<file path="config.mk">
export PLATFORM = sky130hd
export DESIGN_NAME = spec_handler_pipe
export DESIGN_NICKNAME = d
export VERILOG_FILES = /design/src/rtl/spec_pkg.sv /design/src/rtl/spec_lane_resolve.sv /design/src/rtl/spec_handler_pipe.sv
export SDC_FILE = /design/constraint.sdc
export NUM_CORES = 1
export LEC_CHECK = 0
export CAP_MARGIN = 20
export CORE_MARGIN = 4
export CORE_UTILIZATION = 40
export DETAILED_ROUTE_END_ITERATION = 10
export HOLD_SLACK_MARGIN = 0.15
export PLACE_DENSITY = 0.7
export REMOVE_ABC_BUFFERS = 1
export SYNTH_ARGS = -nofsm -noshare
export SYNTH_HDL_FRONTEND = slang
export SYNTH_HIERARCHICAL = 1
export SYNTH_SLANG_ARGS = --single-unit
</file>
<file path="constraint.sdc">
create_clock -name clk -period 68.6 [get_ports clk]
set_clock_uncertainty 0.1 [all_clocks]
set_input_delay 10.29 -clock clk [delete_from_list [all_inputs] [get_ports clk]]
set_output_delay 10.29 -clock clk [all_outputs]
set_load 0.05 [all_outputs]
</file>
<file path="src/rtl/spec_pkg.sv">
// Shared types and helpers for the FMA special-case handler pipeline:
// operand class struct, flag bit positions and canonical encodings.
package spec_pkg;

  localparam int DEF_EXP_W = 8;
  localparam int DEF_MAN_W = 23;
  localparam int MAX_W     = 128;

  // Bit positions inside the 4-bit flags word {nan_in, invalid, overflow, underflow}
  localparam int FLAG_UNF = 0;
  localparam int FLAG_OVF = 1;
  localparam int FLAG_INV = 2;
  localparam int FLAG_NAN = 3;

  typedef struct packed {
    logic zero;
    logic inf;
    logic nan;
  } fclass_t;

  function automatic int bias(input int exp_w);
    return (1 << (exp_w - 1)) - 1;
  endfunction

  // Built at MAX_W and truncated by callers, so any EXP_W/MAN_W combination works
  function automatic logic [MAX_W-1:0] make_inf(input logic sign, input int exp_w, input int man_w);
    logic [MAX_W-1:0] r;
    r = ((MAX_W'(1) << exp_w) - MAX_W'(1)) << man_w;
    r = r | (MAX_W'(sign) << (exp_w + man_w));
    return r;
  endfunction

  function automatic logic [MAX_W-1:0] make_qnan(input int exp_w, input int man_w);
    return make_inf(1'b0, exp_w, man_w) | (MAX_W'(1) << (man_w - 1));
  endfunction

endpackage

</file>
<file path="src/rtl/spec_lane_resolve.sv">
// Single-lane special-case logic: a classify half feeding the S1 register and
// a resolve half working on the registered S1 view of the same lane.
module spec_lane_resolve
  import spec_pkg::*;
#(
  parameter int EXP_W = DEF_EXP_W,
  parameter int MAN_W = DEF_MAN_W
) (
  input  logic [EXP_W+MAN_W:0]   a,
  input  logic [EXP_W+MAN_W:0]   b,
  input  logic [EXP_W+MAN_W:0]   c,
  output fclass_t                cls_a,
  output fclass_t                cls_b,
  output fclass_t                cls_c,
  output logic signed [EXP_W+1:0] exp_ab,
  output logic                   sign_ab,
  input  logic [EXP_W+MAN_W:0]   s1_a,
  input  logic [EXP_W+MAN_W:0]   s1_b,
  input  logic [EXP_W+MAN_W:0]   s1_c,
  input  fclass_t                s1_cls_a,
  input  fclass_t                s1_cls_b,
  input  fclass_t                s1_cls_c,
  input  logic signed [EXP_W+1:0] s1_exp_ab,
  input  logic                   s1_sign_ab,
  input  logic                   s1_inv,
  input  logic                   s1_nj,
  output logic                   spec,
  output logic [EXP_W+MAN_W:0]   res,
  output logic [3:0]             flags
);

  localparam int W  = 1 + EXP_W + MAN_W;
  localparam int EW = EXP_W + 2;
  localparam logic [W-1:0]         INF_P    = W'(make_inf(1'b0, EXP_W, MAN_W));
  localparam logic [W-1:0]         QNAN     = W'(make_qnan(EXP_W, MAN_W));
  localparam logic [W-1:0]         QBIT     = W'(1) << (MAN_W - 1);
  localparam logic signed [EW-1:0] BIAS_S   = EW'(bias(EXP_W));
  localparam logic signed [EW-1:0] TWO_BIAS = EW'(2 * bias(EXP_W));
  localparam logic signed [EW-1:0] MIN_EXP  = EW'(1 - bias(EXP_W));

  function automatic fclass_t classify(input logic [W-1:0] x);
    fclass_t r;
    r.zero = (x[W-2:MAN_W] == '0) && (x[MAN_W-1:0] == '0);
    r.inf  = (&x[W-2:MAN_W]) && (x[MAN_W-1:0] == '0);
    r.nan  = (&x[W-2:MAN_W]) && (x[MAN_W-1:0] != '0);
    return r;
  endfunction

  function automatic logic fin_nz(input fclass_t k);
    return ~(k.zero | k.inf | k.nan);
  endfunction

  assign cls_a   = classify(a);
  assign cls_b   = classify(b);
  assign cls_c   = classify(c);
  assign sign_ab = a[W-1] ^ b[W-1];
  // Widened by two bits so the full product exponent range stays exact
  assign exp_ab  = $signed({2'b00, a[W-2:MAN_W]}) + $signed({2'b00, b[W-2:MAN_W]}) - TWO_BIAS;

  logic prod_inf, prod_zero, both_fin, c_finite;
  logic invalid, overflow, underflow;

  assign prod_inf  = s1_cls_a.inf | s1_cls_b.inf;
  assign prod_zero = s1_cls_a.zero | s1_cls_b.zero;
  assign both_fin  = fin_nz(s1_cls_a) & fin_nz(s1_cls_b);
  assign c_finite  = s1_cls_c.zero | fin_nz(s1_cls_c);
  assign invalid   = (s1_cls_a.inf & s1_cls_b.zero) | (s1_cls_a.zero & s1_cls_b.inf) |
                     (s1_inv & s1_cls_c.inf & prod_inf & (s1_sign_ab != s1_c[W-1]));
  assign overflow  = both_fin & (s1_exp_ab > BIAS_S);
  assign underflow = both_fin & (s1_exp_ab < MIN_EXP);

  // Priority chain: the first matching condition decides the lane result
  always_comb begin
    spec  = 1'b0;
    res   = '0;
    flags = '0;
    if (s1_cls_a.nan | s1_cls_b.nan | s1_cls_c.nan) begin
      spec            = 1'b1;
      flags[FLAG_NAN] = 1'b1;
      if (s1_cls_a.nan)      res = s1_a | QBIT;
      else if (s1_cls_b.nan) res = s1_b | QBIT;
      else                   res = s1_c | QBIT;
    end else if (invalid) begin
      spec            = 1'b1;
      flags[FLAG_INV] = 1'b1;
      res             = QNAN;
    end else if (overflow) begin
      spec            = 1'b1;
      flags[FLAG_OVF] = 1'b1;
      res             = {s1_sign_ab, INF_P[W-2:0]};
    end else if (underflow & s1_nj) begin
      spec            = 1'b1;
      flags[FLAG_UNF] = 1'b1;
      res             = s1_c;
    end else if (prod_zero) begin
      spec = 1'b1;
      res  = s1_inv ? s1_c : {s1_sign_ab, {(W-1){1'b0}}};
    end else if (prod_inf) begin
      spec = 1'b1;
      res  = (c_finite | ~s1_inv) ? {s1_sign_ab, INF_P[W-2:0]} : s1_c;
    end else if (s1_cls_c.inf) begin
      spec = 1'b1;
      res  = s1_c;
    end
  end

endmodule

</file>
<file path="src/rtl/spec_handler_pipe.sv">
// Two-stage elastic pipeline around NLANES spec_lane_resolve instances.
// Optional SPEC_STICKY_FLAGS_EN adds flags_clr / sticky_flags accumulation.
module spec_handler_pipe
  import spec_pkg::*;
#(
  parameter int NLANES = 4,
  parameter int EXP_W  = DEF_EXP_W,
  parameter int MAN_W  = DEF_MAN_W,
  parameter int TAG_W  = 4
) (
  input  logic                              clk,
  input  logic                              rst,
  input  logic                              nj_mode,
  input  logic                              in_valid,
  output logic                              in_ready,
  input  logic [NLANES-1:0]                 in_inv_mask,
  input  logic [NLANES*(1+EXP_W+MAN_W)-1:0] in_a,
  input  logic [NLANES*(1+EXP_W+MAN_W)-1:0] in_b,
  input  logic [NLANES*(1+EXP_W+MAN_W)-1:0] in_c,
  input  logic [TAG_W-1:0]                  in_tag,
  output logic                              out_valid,
  input  logic                              out_ready,
  output logic [NLANES-1:0]                 out_spec_mask,
  output logic [NLANES*(1+EXP_W+MAN_W)-1:0] out_res,
  output logic [TAG_W-1:0]                  out_tag,
`ifdef SPEC_STICKY_FLAGS_EN
  input  logic                              flags_clr,
  output logic [3:0]                        sticky_flags,
`endif
  output logic [3:0]                        out_flags
);

  localparam int W = 1 + EXP_W + MAN_W;

  logic alive, accept, s1_adv, s2_adv;
  logic s1_valid, s1_nj;
  logic [TAG_W-1:0]    s1_tag;
  logic [NLANES-1:0]   s1_inv, sign_ab, s1_sign_ab, lane_spec;
  logic [NLANES*W-1:0] s1_a, s1_b, s1_c, lane_res;
  fclass_t cls_a [NLANES];
  fclass_t cls_b [NLANES];
  fclass_t cls_c [NLANES];
  fclass_t s1_cls_a [NLANES];
  fclass_t s1_cls_b [NLANES];
  fclass_t s1_cls_c [NLANES];
  logic signed [EXP_W+1:0] exp_ab    [NLANES];
  logic signed [EXP_W+1:0] s1_exp_ab [NLANES];
  logic [3:0] lane_flags [NLANES];
  logic [3:0] beat_flags;

  // in_ready stays low through reset and rises one cycle after it lifts
  assign s2_adv   = ~out_valid | out_ready;
  assign s1_adv   = ~s1_valid | s2_adv;
  assign in_ready = alive & s1_adv;
  assign accept   = in_valid & in_ready;

  for (genvar i = 0; i < NLANES; i++) begin : g_lane
    spec_lane_resolve #(.EXP_W(EXP_W), .MAN_W(MAN_W)) u_lane (
      .a          (in_a[i*W +: W]),
      .b          (in_b[i*W +: W]),
      .c          (in_c[i*W +: W]),
      .cls_a      (cls_a[i]),
      .cls_b      (cls_b[i]),
      .cls_c      (cls_c[i]),
      .exp_ab     (exp_ab[i]),
      .sign_ab    (sign_ab[i]),
      .s1_a       (s1_a[i*W +: W]),
      .s1_b       (s1_b[i*W +: W]),
      .s1_c       (s1_c[i*W +: W]),
      .s1_cls_a   (s1_cls_a[i]),
      .s1_cls_b   (s1_cls_b[i]),
      .s1_cls_c   (s1_cls_c[i]),
      .s1_exp_ab  (s1_exp_ab[i]),
      .s1_sign_ab (s1_sign_ab[i]),
      .s1_inv     (s1_inv[i]),
      .s1_nj      (s1_nj),
      .spec       (lane_spec[i]),
      .res        (lane_res[i*W +: W]),
      .flags      (lane_flags[i])
    );
  end

  always_comb begin
    beat_flags = '0;
    for (int i = 0; i < NLANES; i++) beat_flags = beat_flags | lane_flags[i];
  end

  always_ff @(posedge clk) begin
    alive <= ~rst;
  end

  always_ff @(posedge clk) begin
    if (rst) begin
      s1_valid <= 1'b0;
    end else if (s1_adv) begin
      s1_valid <= accept;
      if (accept) begin
        s1_tag     <= in_tag;
        s1_nj      <= nj_mode;
        s1_inv     <= in_inv_mask;
        s1_a       <= in_a;
        s1_b       <= in_b;
        s1_c       <= in_c;
        s1_sign_ab <= sign_ab;
        for (int i = 0; i < NLANES; i++) begin
          s1_cls_a[i]  <= cls_a[i];
          s1_cls_b[i]  <= cls_b[i];
          s1_cls_c[i]  <= cls_c[i];
          s1_exp_ab[i] <= exp_ab[i];
        end
      end
    end
  end

  // Output stage doubles as S2; it only loads when downstream can take a beat
  always_ff @(posedge clk) begin
    if (rst) begin
      out_valid     <= 1'b0;
      out_spec_mask <= '0;
      out_res       <= '0;
      out_tag       <= '0;
      out_flags     <= '0;
    end else if (s2_adv) begin
      out_valid <= s1_valid;
      if (s1_valid) begin
        out_spec_mask <= lane_spec;
        out_res       <= lane_res;
        out_tag       <= s1_tag;
        out_flags     <= beat_flags;
      end
    end
  end

`ifdef SPEC_STICKY_FLAGS_EN
  // A flag delivered in the same cycle as a clear survives the clear
  always_ff @(posedge clk) begin
    if (rst) begin
      sticky_flags <= '0;
    end else begin
      sticky_flags <= (flags_clr ? 4'b0000 : sticky_flags) |
                      ((out_valid & out_ready) ? out_flags : 4'b0000);
    end
  end
`endif

endmodule

</file>
Word-level counts from Yosys, hierarchy flattened --
Memories as Yosys holds them, arrays and structs flattened. Index checks and enable logic that the tools add are counted.
Storage, ports and cells: register bits 540, latch bits 0, bits in writable memories 76, bits in read-only memories 0, bits of input ports 397, output and inout port bits 142, logic and storage cells 350, memories kept 4
Memory list:
- s1_exp_ab | words 4, width 10, read ports 4, clocked after memory_dff 0, wr ports 4, line spec_handler_pipe.sv:47 | logic signed [EXP_W+1:0] s1_exp_ab [NLANES];
- s1_cls_a | words 4, width 3, read ports 4, clocked after memory_dff 0, wr ports 4, line spec_handler_pipe.sv:43 | fclass_t s1_cls_a [NLANES];
- s1_cls_b | words 4, width 3, read ports 4, clocked after memory_dff 0, wr ports 4, line spec_handler_pipe.sv:44 | fclass_t s1_cls_b [NLANES];
- s1_cls_c | words 4, width 3, read ports 4, clocked after memory_dff 0, wr ports 4, line spec_handler_pipe.sv:45 | fclass_t s1_cls_c [NLANES];
Cells by class: add/subtract/negate cells 8, multipliers 0, div/mod/pow operators 0, magnitude comparators 8, equal/unequal tests 4, shifts and indexed selects 0, muxes and demuxes 104, bitwise logic cells 122, reductions and logical operators 86
Operators by type and width (number):
- 32-bit 2-to-1 mux | 44
- 23-bit zero test | 12
- 23-bit nonzero test | 12
- 8-bit zero test | 12
- 8-bit AND reduction | 12
- 1-bit OR | 58
- 1-bit 2-to-1 mux | 52
- 10-bit by 8-bit greater-than comparator with 1-bit output (second input constant) | 4
- 10-bit by 8-bit less-than comparator with 1-bit output (second input constant) | 4
- 10-bit by 9-bit subtractor with 10-bit output (second input constant) | 4
- 1-bit AND | 38
- 8-bit by 8-bit adder with 9-bit output | 4
- 1-bit logical AND | 36
- 1-bit NOT | 19
- 3-bit 2-to-1 mux | 4
- 4-bit OR | 3
- 2-bit 2-to-1 mux | 4
- 1-bit inequality test | 4
- 1-bit bitwise XOR | 4
- 3-bit AND reduction | 1
- 2-bit AND reduction | 1

Longest topological paths before layout --
An unclocked memory read counts as a cell.
word-level depth 14, mapped depth 11, mapped depth without buffers 11

By module --
The synthesis kept the hierarchy.
By module, submodules not included:
- spec_handler_pipe | instances 1, cells each 1125, area each 19701.4 µm², sequential area each 17066.4 µm²
- spec_lane_resolve at g_lane[1].u_lane | instances 1, cells each 271, area each 1821.7 µm², sequential area each 0.0 µm²
- spec_lane_resolve at g_lane[3].u_lane | instances 1, cells each 269, area each 1810.5 µm², sequential area each 0.0 µm²
- spec_lane_resolve at g_lane[2].u_lane | instances 1, cells each 273, area each 1781.7 µm², sequential area each 0.0 µm²
- spec_lane_resolve at g_lane[0].u_lane | instances 1, cells each 274, area each 1780.5 µm², sequential area each 0.0 µm²

Worst setup path after synthesis --
Ideal clock, no wire load.
path kind input-to-reg, from in rst, to reg s1_a[0], enable pin, setup time 2.008 ns, arrival time 44.982 ns, required time 66.492 ns, slack 21.510 ns, cell stages on the path 3, buffers on the path 2, cells stage by stage buf_2 > clkbuf_1 > a211oi_1
Between the ends: word-level cells in the longest chain between the ends 2
Ends and longest elaborated chain:
- start, declared | line spec_handler_pipe.sv:12 | input logic rst,
- 1-bit NOT (no line)
- 3-bit AND reduction (no line)
- end signal, assigned | line spec_handler_pipe.sv:101 | s1_a <= in_a;
- end, declared | line spec_handler_pipe.sv:39 | logic [NLANES*W-1:0] s1_a, s1_b, s1_c, lane_res;
Every way passes these cells. A chain may end at the register's enable or synchronous reset.

Final worst setup path --
from in out_ready, to out in_ready
Between the ends: word-level cells in the longest chain between the ends 3
Ends and longest elaborated chain:
- start, declared | line spec_handler_pipe.sv:22 | input logic out_ready,
- 1-bit OR | line spec_handler_pipe.sv:52 | assign s2_adv = ~out_valid | out_ready;
- 1-bit OR | line spec_handler_pipe.sv:53 | assign s1_adv = ~s1_valid | s2_adv;
- 1-bit AND | line spec_handler_pipe.sv:54 | assign in_ready = alive & s1_adv;
- end, declared | line spec_handler_pipe.sv:15 | output logic in_ready,
Every way passes these cells.

==> Flow_metrics.wiki <==
{| class="wikitable"
! Metric !! Value
|-
| Clock insertion delay at the later pin of the skew report || 0.59 ns
|-
| Routed wire length || 83600 um
|-
| Number of cells in the design after placement || 3486
|-
| Max-slew violation total from the final report || 0
|-
| Setup bufs post-CTS || 0
|-
| Tightest slew margin relative to the limit || 29.6%
|-
| Global-route wire length before repair || 125000 um
|-
| CTS sink cnt || 604
|-
| Drt first pass iters || 9
|-
| Setup slack of the worst register-to-register path || 64.15 ns
|-
| Summed negative setup slack over all endpoints || 0 ns
|-
| Clk root buf || sky130_fd_sc_hd__clkbuf_16
|-
| Setup repair after global routing missed its margin || no
|-
| Total half-perimeter wirelength after legalization and detailed placement || 58000 um
|-
| Worst slew pin tran || 1.06 ns
|-
| Path category of the worst min-delay check || reg2reg
|-
| Y dimension of the die || 266 um
|-
| Final period utilization || 32.7%
|-
| Last weighted congestion value of the routability-driven placer || 0.939
|-
| Signed area change from the synthesized netlist to the final layout || 31.3%
|-
| Final cell count without fillers || 3614
|-
| Number of max-cap violations || 0
|-
| Crit Reg-Reg Startpoint || out_valid
|-
| Clk pin slew, worst setup/hold paths || 0.06 ns
|-
| Final min period || 22.45 ns
|-
| Worst hold endpoint || out_res[32]
|-
| Maximum count of clock buffers along a single path || 3
|-
| Number of design rule violations left after detail routing || 2
|-
| Required time at the worst-slack endpoint || 58.21 ns
|-
| NumNets Final || 3158
|-
| Gate count after technology mapping || 2200
|-
| Routed wirelength normalized by instance count || 23.1 um
|-
| Finish-stage setup viols || 0
|-
| # H-tree levels || 3
|-
| Post-Syn Area || 26500 um2
|-
| Hold Path Stages || 2
|-
| Most used cell along the critical path || sky130_fd_sc_hd__clkdlybuf4s50_1
|-
| Worst Path Max Fanout || 2
|-
| Instance area at placement || 32400 um2
|-
| Startpoint of the worst setup timing path || out_ready
|-
| Most common library cell in the layout ignoring fill and taps || sky130_fd_sc_hd__clkdlybuf4s50_1
|-
| Status || finished, violations left
|-
| Number of nets still failing antenna checks after routing || 0
|-
| Num CTS Buffers || 66
|-
| Drt initial violations || 2261
|-
| Summed area of non-filler cells in the final layout || 34800 um2
|-
| Antenna violations before repair || 6
|-
| Quantity of hold-fixing buffers added after cts || 0
|-
| Type of element capturing the critical path || output pin
|-
| Global route total overflow || 0
|-
| Count of pins on the block boundary || 539
|-
| Hold violation count in the final report || 0
|-
| Highest clock frequency the design can meet || 0.0445 GHz
|-
| Overall Global Routing Usage || 22.5%
|-
| Number of global-route vias before repair || 21100
|-
| Share of final-layout standard cells stronger than drive strength 1 || 6.41%
|-
| IR drop worst, VDD || 0.0000136 V
|-
| Pwr/cell area || 25.4 nW/um2
|-
| Per-instance average area after synthesis || 12.1 um2
|-
| Number of gates resized after CTS || 0
|-
| Failing checks || DRC
|-
| TritonCTS clock tree || built
|-
| Via density per instance || 5.86
|-
| Path type of the worst setup path || in2out
|-
| Starting utilization of the core area || 40.4%
|-
| Detailed-route via count || 21200
|-
| Slowest library cell on the worst path || sky130_fd_sc_hd__clkdlybuf4s50_1
|-
| # port buffers || 538
|-
| Reg-to-Reg End || s1_a[28]
|-
| Horizontal die dimension || 266 um
|-
| Die Footprint || 70500 um2
|-
| Leakage power || 11.5 nW
|-
| Commonest cells after routing, fill and taps aside || sky130_fd_sc_hd__clkdlybuf4s50_1, sky130_fd_sc_hd__edfxtp_1, sky130_fd_sc_hd__a21oi_1
|-
| Kind of start point of the critical path || input port
|-
| Crit-path max cell delay || 0.81 ns
|-
| Logic depth of the worst register-to-register path || 6
|-
| Placeable core region || 65700 um2
|-
| Arrival time reported for the critical path endpoint || 12.06 ns
|-
| Total number of placement rows || 94
|-
| Largest net degree at the start of global routing || 94
|-
| Worst-path cell chain || clkdlybuf4s50_1 -> and2b_4 -> nand2_1 -> and2_1 -> clkdlybuf4s50_1
|-
| Worst hold path startpoint || out_res[32]
|-
| Synthesis Warnings || 6
|}
through the flow:
step / hold slack (ns) / total power, mW / worst slack (ns) / util (%)
after detailed placement: 0.367 / 0.516 / 46.11 / 49.4
final: 0.375 / 0.885 / 46.15 / 53.0
after global routing: 0.395 / 0.916 / 46.06 / 53.0
after global placement: 0.363 / 0.513 / 46.09 / 49.3
after CTS: 0.376 / 0.892 / 46.11 / 52.9
after floorplan: 0.349 / 0.476 / 22.19 / -
worst max-delay path, delay by kind of cell:
| family | cells | cell delay (ns) |
|---|---|---|
| buf+inv | 2 | 1.28 |
| simple gates | 3 | 0.49 |
area by class of cell:
| cell class | instances | area (um2) |
|---|---|---|
| fillers | 5499 | 30900 |
| flip-flops and latches | 604 | 16700 |
| multi-input cells | 1400 | 8860 |
| repair buffers | 566 | 5650 |
| clock buffers | 91 | 1870 |
| well taps | 864 | 1080 |
| clock inverters | 31 | 452 |
| inverters | 55 | 209 |
| diodes | 3 | 7.51 |
where the power goes:
group          internal [mW]  total [mW]  switching (mW)
logic                 0.0429      0.0956          0.0527
registers              0.408       0.413         0.00574
clock network          0.230       0.376           0.146
per-layer routing:
layer  global-route usage (%)  part of all wire [%]  vias up
li1                         -                     -     9636
met1                     29.4                    40    10400
met2                     38.4                    49      989
met3                     4.25                   7.8      142
met4                     6.80                   2.6        4
met5                        0                 0.026        -
state kept, by name (all words and copies together) (netlist names), 12 cells and up:
register   flops
s1_b         124
s1_c         128
s1_cls_a      12
s1_exp_ab     36
s1_a         124
s1_cls_b      12
s1_cls_c      12
out_res      128
worst max path at each step:
stage,endpoint,slack [ns]
after floorplan,s1_a[0],22.19
after global placement,in_ready,46.09
after detailed placement,in_ready,46.11
after CTS,in_ready,46.11
after global routing,in_ready,46.06
final,in_ready,46.15
Note: power is estimated with default switching activity, not from simulation.
